## config.mk

```make
export PLATFORM = sky130hd
export DESIGN_NAME = ad1_decimator
export DESIGN_NICKNAME = d
export VERILOG_FILES = /design/src/rtl/ad1_decimator.sv
export SDC_FILE = /design/constraint.sdc
export NUM_CORES = 1
export LEC_CHECK = 0
export ABC_AREA = 1
export ABC_CLOCK_PERIOD_IN_PS = 2600
export BUFFER_PORTS_ARGS = -buffer_cell sky130_fd_sc_hd__buf_4
export CORE_UTILIZATION = 35
export CTS_CLUSTER_SIZE = 40
export DETAILED_ROUTE_END_ITERATION = 10
export MAX_ROUTING_LAYER = met4
export PLACE_DENSITY = 0.48
export SLEW_MARGIN = 10
export SYNTH_ARGS = -nofsm -noshare
export SYNTH_HDL_FRONTEND = slang
export SYNTH_SLANG_ARGS = --single-unit
```

## constraint.sdc

```tcl
create_clock -name clk_100M -period 2.6 [get_ports clk_100M]
set_input_delay 0.26 -clock clk_100M [delete_from_list [all_inputs] [get_ports clk_100M]]
set_output_delay 0.26 -clock clk_100M [all_outputs]
set_load 0.005 [all_outputs]
```

## src/rtl/ad1_decimator.sv

```systemverilog
// ad1_decimator
//   Block-averaging decimator for a 16-bit unsigned ADC stream with an output
//   FIFO. Each rising edge of din_drdy (while enabled) is one sample; every
//   2**DECIM_LOG2 samples the truncated mean is pushed into a first-word
//   fall-through FIFO.
//
// Ports
//   clk_100M    : clock, all state updates on its rising edge
//   rst         : synchronous active-high reset
//   enable      : sample acceptance gate; low discards any partial block
//   din_drdy    : ADC data-ready level (may stay high for several cycles)
//   din         : ADC sample, stable while din_drdy is high
//   dout        : FIFO head (zero while the FIFO is empty)
//   dout_valid  : FIFO non-empty
//   dout_ready  : consumer accept; pops when dout_valid is also high
//   fifo_level  : FIFO occupancy
//   overflow    : sticky flag, set when a finished average is dropped
//   clr_ovf     : clears overflow (a simultaneous drop wins)

module ad1_decimator #(
    parameter int unsigned DECIM_LOG2 = 2,
    parameter int unsigned FIFO_DEPTH = 8
) (
    input  logic                          clk_100M,
    input  logic                          rst,
    input  logic                          enable,
    input  logic                          din_drdy,
    input  logic [15:0]                   din,
    output logic [15:0]                   dout,
    output logic                          dout_valid,
    input  logic                          dout_ready,
    output logic [$clog2(FIFO_DEPTH):0]   fifo_level,
    output logic                          overflow,
    input  logic                          clr_ovf
);

    localparam int unsigned AW = 16 + DECIM_LOG2;
    localparam int unsigned PW = $clog2(FIFO_DEPTH);
    localparam int unsigned LW = PW + 1;

    logic          drdy_q;
    logic          sample_evt;
    logic          block_done;
    logic [AW-1:0] acc;
    logic [AW-1:0] sum;
    logic [15:0]   avg;

    logic [15:0]   mem [FIFO_DEPTH];
    logic [PW-1:0] wr_ptr;
    logic [PW-1:0] rd_ptr;
    logic          full;
    logic          push;
    logic          pop;
    logic          wr_en;
    logic          drop;

    // One event per upstream sample: the rising edge of the ready level.
    assign sample_evt = din_drdy & ~drdy_q & enable;

    // acc is wide enough for 2**DECIM_LOG2 full-scale samples, so no wrap.
    assign sum = acc + AW'(din);
    assign avg = sum[AW-1:DECIM_LOG2];

    always_ff @(posedge clk_100M) begin
        if (rst) begin
            drdy_q <= 1'b0;
        end else begin
            drdy_q <= din_drdy;
        end
    end

    // Sample counter; with no decimation every event completes a block.
    if (DECIM_LOG2 > 0) begin : g_cnt
        logic [DECIM_LOG2-1:0] cnt;

        always_ff @(posedge clk_100M) begin
            if (rst || !enable) begin
                cnt <= '0;
            end else if (sample_evt) begin
                cnt <= cnt + 1'b1;
            end
        end

        assign block_done = &cnt;
    end else begin : g_nocnt
        assign block_done = 1'b1;
    end

    always_ff @(posedge clk_100M) begin
        if (rst || !enable) begin
            acc <= '0;
        end else if (sample_evt) begin
            acc <= block_done ? '0 : sum;
        end
    end

    // FIFO control: a push into a full FIFO only succeeds alongside a pop.
    assign push  = sample_evt & block_done;
    assign pop   = dout_valid & dout_ready;
    assign full  = (fifo_level == LW'(FIFO_DEPTH));
    assign wr_en = push & (~full | pop);
    assign drop  = push & full & ~pop;

    always_ff @(posedge clk_100M) begin
        if (wr_en) begin
            mem[wr_ptr] <= avg;
        end
    end

    always_ff @(posedge clk_100M) begin
        if (rst) begin
            wr_ptr     <= '0;
            rd_ptr     <= '0;
            fifo_level <= '0;
        end else begin
            if (wr_en) begin
                wr_ptr <= wr_ptr + 1'b1;
            end
            if (pop) begin
                rd_ptr <= rd_ptr + 1'b1;
            end
            case ({wr_en, pop})
                2'b10:   fifo_level <= fifo_level + 1'b1;
                2'b01:   fifo_level <= fifo_level - 1'b1;
                default: fifo_level <= fifo_level;
            endcase
        end
    end

    always_ff @(posedge clk_100M) begin
        if (rst) begin
            overflow <= 1'b0;
        end else if (drop) begin
            overflow <= 1'b1;
        end else if (clr_ovf) begin
            overflow <= 1'b0;
        end
    end

    // First-word fall-through head; forced to zero when empty so the
    // outputs read as zero after reset.
    assign dout_valid = (fifo_level != '0);
    assign dout       = dout_valid ? mem[rd_ptr] : '0;

endmodule

```

# Word level (Yosys, flattened, before mapping)
# Memory sizes are Yosys's and may differ from the RTL's. A register that Yosys moved wholly into a read port is not among the register bits.
# Cells that the tools add are included.
# word_totals
regBits,32
ramBits,128
inputBits,22
output_inout_bits,22
wordCells,43
mem_count,1
# classes
addsub,6
n_eq_ne,3
n_mux,9
bitwise_logic,11
reduce_logical,6
# mem_list
memory,words,word_bits,rd,rd_ports_with_merged_regs,wr,line_no,source
mem,8,16,1,1,1,48,logic [15:0] mem [FIFO_DEPTH];
# ops
cell,count
adder 18 x 16 -> 18 bit,1
two-way mux 18 bit,1
two-way mux 16 bit,1
one-hot mux 4 bit (2 select lines),1
AND 1 bit,7
adder 3 x 1 -> 3 bit (second input constant),2
two-way mux 3 bit,2
adder 4 x 1 -> 4 bit (second input constant),1
== test 4 bit (second input constant),1
two-way mux 1 bit,4
nonzero test 2 bit,2
nonzero test 4 bit,1
subtractor 4 x 1 -> 4 bit (second input constant),1
NOT 1 bit,3
adder 2 x 1 -> 2 bit (second input constant),1
== test 2 x 1 -> 1 bit (second input constant),1
== test 2 bit (second input constant),1
AND reduction 2 bit,1
zero test 1 bit,1
logical OR 1 bit,1
bitwise OR 1 bit,1

# Longest topological paths before layout
# logic_depth
word_depth,7
depth_mapped,14
depth_no_buf,14

# Worst setup path before layout
# Ideal clock, no wire load.
# synth_timing
kind,reg-to-reg
startpoint,register g_cnt.cnt[0]
endpoint,"memory mem[0][0], enable pin"
setup_ps,388
arrival_ps,1705
required_ps,2212
slack_ps,506
path_stages_with_launch,8
path_buffers,0
period_less_slack_ps,2094
path_cell_list,dfxtp_1 ha_1 inv_1 nor2_2 nand2_2 inv_2 nand2_1 nor2_1
# synth_via
elab_chain_cells,5
# synth_lines
item,line_no,source
start: declaration,74,logic [DECIM_LOG2-1:0] cnt;
start signal: assignment,80,cnt <= cnt + 1'b1;
AND reduction 2 bit,84,assign block_done = &cnt;
AND 1 bit,98,assign push = sample_evt & block_done;
AND 1 bit,101,assign wr_en = push & (~full | pop);
two-way mux 1 bit,105,if (wr_en) begin
two-way mux 1 bit (implied by the code),106,mem[wr_ptr] <= avg;
end: declaration,48,
# No other way between the ends.

==> out/metrics.cfg <==
[synth]
synth_edf_count = 128
yosysSeqAreaShare = 0.621
netlist_area_sq_um = 7320
synth_top_area_cell = edfxtp_1
synth-main-ff-cell = edfxtp_1
synthDistinctLibCells = 32
syn_inst = 728
synth_seq_cells = 163
async_flop_share = 0
synth.area.top_cells = edfxtp_1 (52%), dfxtp_1 (9.6%), nor2_1 (6.3%), nand2_1 (5.8%), o21ai_0 (5.6%)
synth_top_cell_area_share = 0.525
yosys_warnings = 0
avgSynthCellArea_sq_um = 10.1
syn_nets = 773

[die]
rows = 52
die_h_um = 147
die_area_sq_um = 21500
die_w_um = 147
start_util = 0.360
core_sq_um = 20400
boundaryPins = 44

[power_and_ir_drop]
power_density_nw_per_um2 = 880
power_w = 0.00764
leakage_nw = 3.32
ir_worst_vdd_mv = 0.445

[clocking]
cts_buffer_depth = 2
cts.reportedPaths.clkPinSlew_ps = 70
cts-buffers-inserted = 17
ctsRootBufferMaster = clkbuf_16
numClockSinks = 163
clock_latency_ps = 430
tritoncts = done
post-cts-setup-buffers = 0
cts-resized-gates = 0
htree_levels = 4
holdBufCountCts = 1

[routing]
met3_length_um = 852
ant_nets = 0
wl_mm = 17.6
drc = 0
dr.pass1.iters = 4
drt_iter0_drc = 376
wl_met1_mm = 8.21
drt-vias-per-instance = 4.90
top_layer = met4
wl_per_cell_um = 16.4
met2_length_mm = 8.29
vias = 5245

[worst_setup_path]
worstPathArrival_ps = 2010
path_max_fanout = 32
cp-end-kind = output pin
worst_setup_path_start_kind = register
path_class = reg -> out
crit_required_ps = 2340

[sta]
post-route-period-util = 0.873
grt_setup_unrepaired = no
final_max_slew_viol_count = 0
finalClockSkew_ps = 12.1
period_needed_ps = 2270
relSlewSlack = 0.479
setup_viol = 0
max_freq_mhz = 440
tns_ps = 0
hold_violations = 0
worst_pin_slew_ps = 779

[place]
hpwl_mm = 11.2
portBuffers = 43
gp_congestion = 0.857

[layout]
nFillCells = 1973
fin_nets = 832
drive_above_1_share = 0.144
multi_input_area_sq_um = 2490
syn_to_final_growth_pct = 18.6
n_antenna_cell = 0
seq_area_sq_um = 4550

[global_route]
grt_max_degree = 34
overflow = 0
grt_first_pass_wirelength_mm = 28.4
antenna_found_initial = 0
track_usage = 0.181
grt_pass1_vias = 5368

[outcome]
status = complete, no violations

[run]
drv_cap = 0

[worst_hold_path]
hp-class = in -> reg

-- cell usage in the layout (no fill, tap or decap), drive strengths merged, types with 2 or more instances in the layout --
cell type  Yosys  layout
edfxtp       128     128
buf           11      67
or2            3       3
fa             2       2
ha            21      21
o21ai         91      91
a21oi         47      47
a31oi         16      16
nand3b         4       4
nor2         127     127
and2           9       9
clkinv         0       7
clkbuf        17      17
o22ai         16      16
dfxtp         35      35
inv           46      49
nand2        118     118
bufinv         0       4
nand3         25      25
xor2           8       8
-- through the flow --
step / cells / utilization / setup WS (ps) / hold slack [ps] / area [sq um]
3_3_place_gp: 1037 / 0.395 / 406 / 449 / 8050
6_report: 1070 / 0.427 / 329 / 64.2 / 8690
5_1_grt: 1070 / 0.427 / 142 / 73.2 / 8690
3_5_place_dp: 1037 / 0.395 / 373 / 457 / 8050
2_1_floorplan: 728 / - / 506 / 329 / 7320
4_1_cts: 1070 / 0.427 / 295 / 57.5 / 8690
-- worst max-delay path, stage by stage, from the launching register on --
cell     delay [ps]
dfxtp_1         330
buf_4           380
o21ai_0         160
o22ai_1         170
o21ai_0         110
a31oi_1         270
buf_4           170
-- kinds of logic after synthesis --
| kind of cell | count (synthesis) | share of synthesized area |
|---|---|---|
| and+or+nand+nor | 288 | 0.165 |
| AOI/OAI and AO/OA | 172 | 0.124 |
| DFF | 163 | 0.621 |
| buffers and inverters | 74 | 0.0396 |
| adders and majority gates | 23 | 0.0413 |
| xor gates and xnor gates | 8 | 0.00957 |
-- synthesized netlist by cell type (5+ instances only) --
library cell,instances
o21ai_0,82
buf_2,9
nand3_1,25
a31oi_1,16
inv_2,5
o21ai_1,9
clkbuf_1,16
o22ai_1,16
xor2_1,8
nand2_1,113
nor2_1,122
ha_1,21
inv_1,41
a21oi_1,47
edfxtp_1,128
dfxtp_1,35
and2_1,9
-- final timing paths --
kind                            slack (ps)       endpoint  depth (start not counted)     startpoint
worst min-delay path                    60         drdy_q                          3       din_drdy
worst min register to register         460       overflow                          2       overflow
worst max-delay path                   330       dout[12]                          6       register
worst max register to register         390  fifo_level[3]                         13  fifo_level[0]
-- routing by layer --
layer,global-route usage,vias to the layer above
li1,-,2646
met1,0.226,2473
met2,0.290,110
met3,0.0388,16
met4,0.0583,0
met5,-,-
-- flip-flops by register name, indices dropped and copies added (netlist names), named ones only --
name	cells
acc	18
drdy_q	1
fifo_level	4
g_cnt.cnt	2
mem	128
overflow	1
rd_ptr	3
wr_ptr	3
-- cell type report --
type,instances,area share
sequential,163,0.523
tap,270,0.0389
clock inverter,15,0.0236
inverter,46,0.0199
timing repair buffer,68,0.0590
multi-input combinational,491,0.286
clock buffer,17,0.0490
-- power by group --
| part | internal (W) | switching (W) |
|---|---|---|
| Sequential | 0.00289 | 0.0000572 |
| Combinational | 0.000797 | 0.00125 |
| Clock | 0.00162 | 0.00104 |
Power figures use the tool's default switching activity.
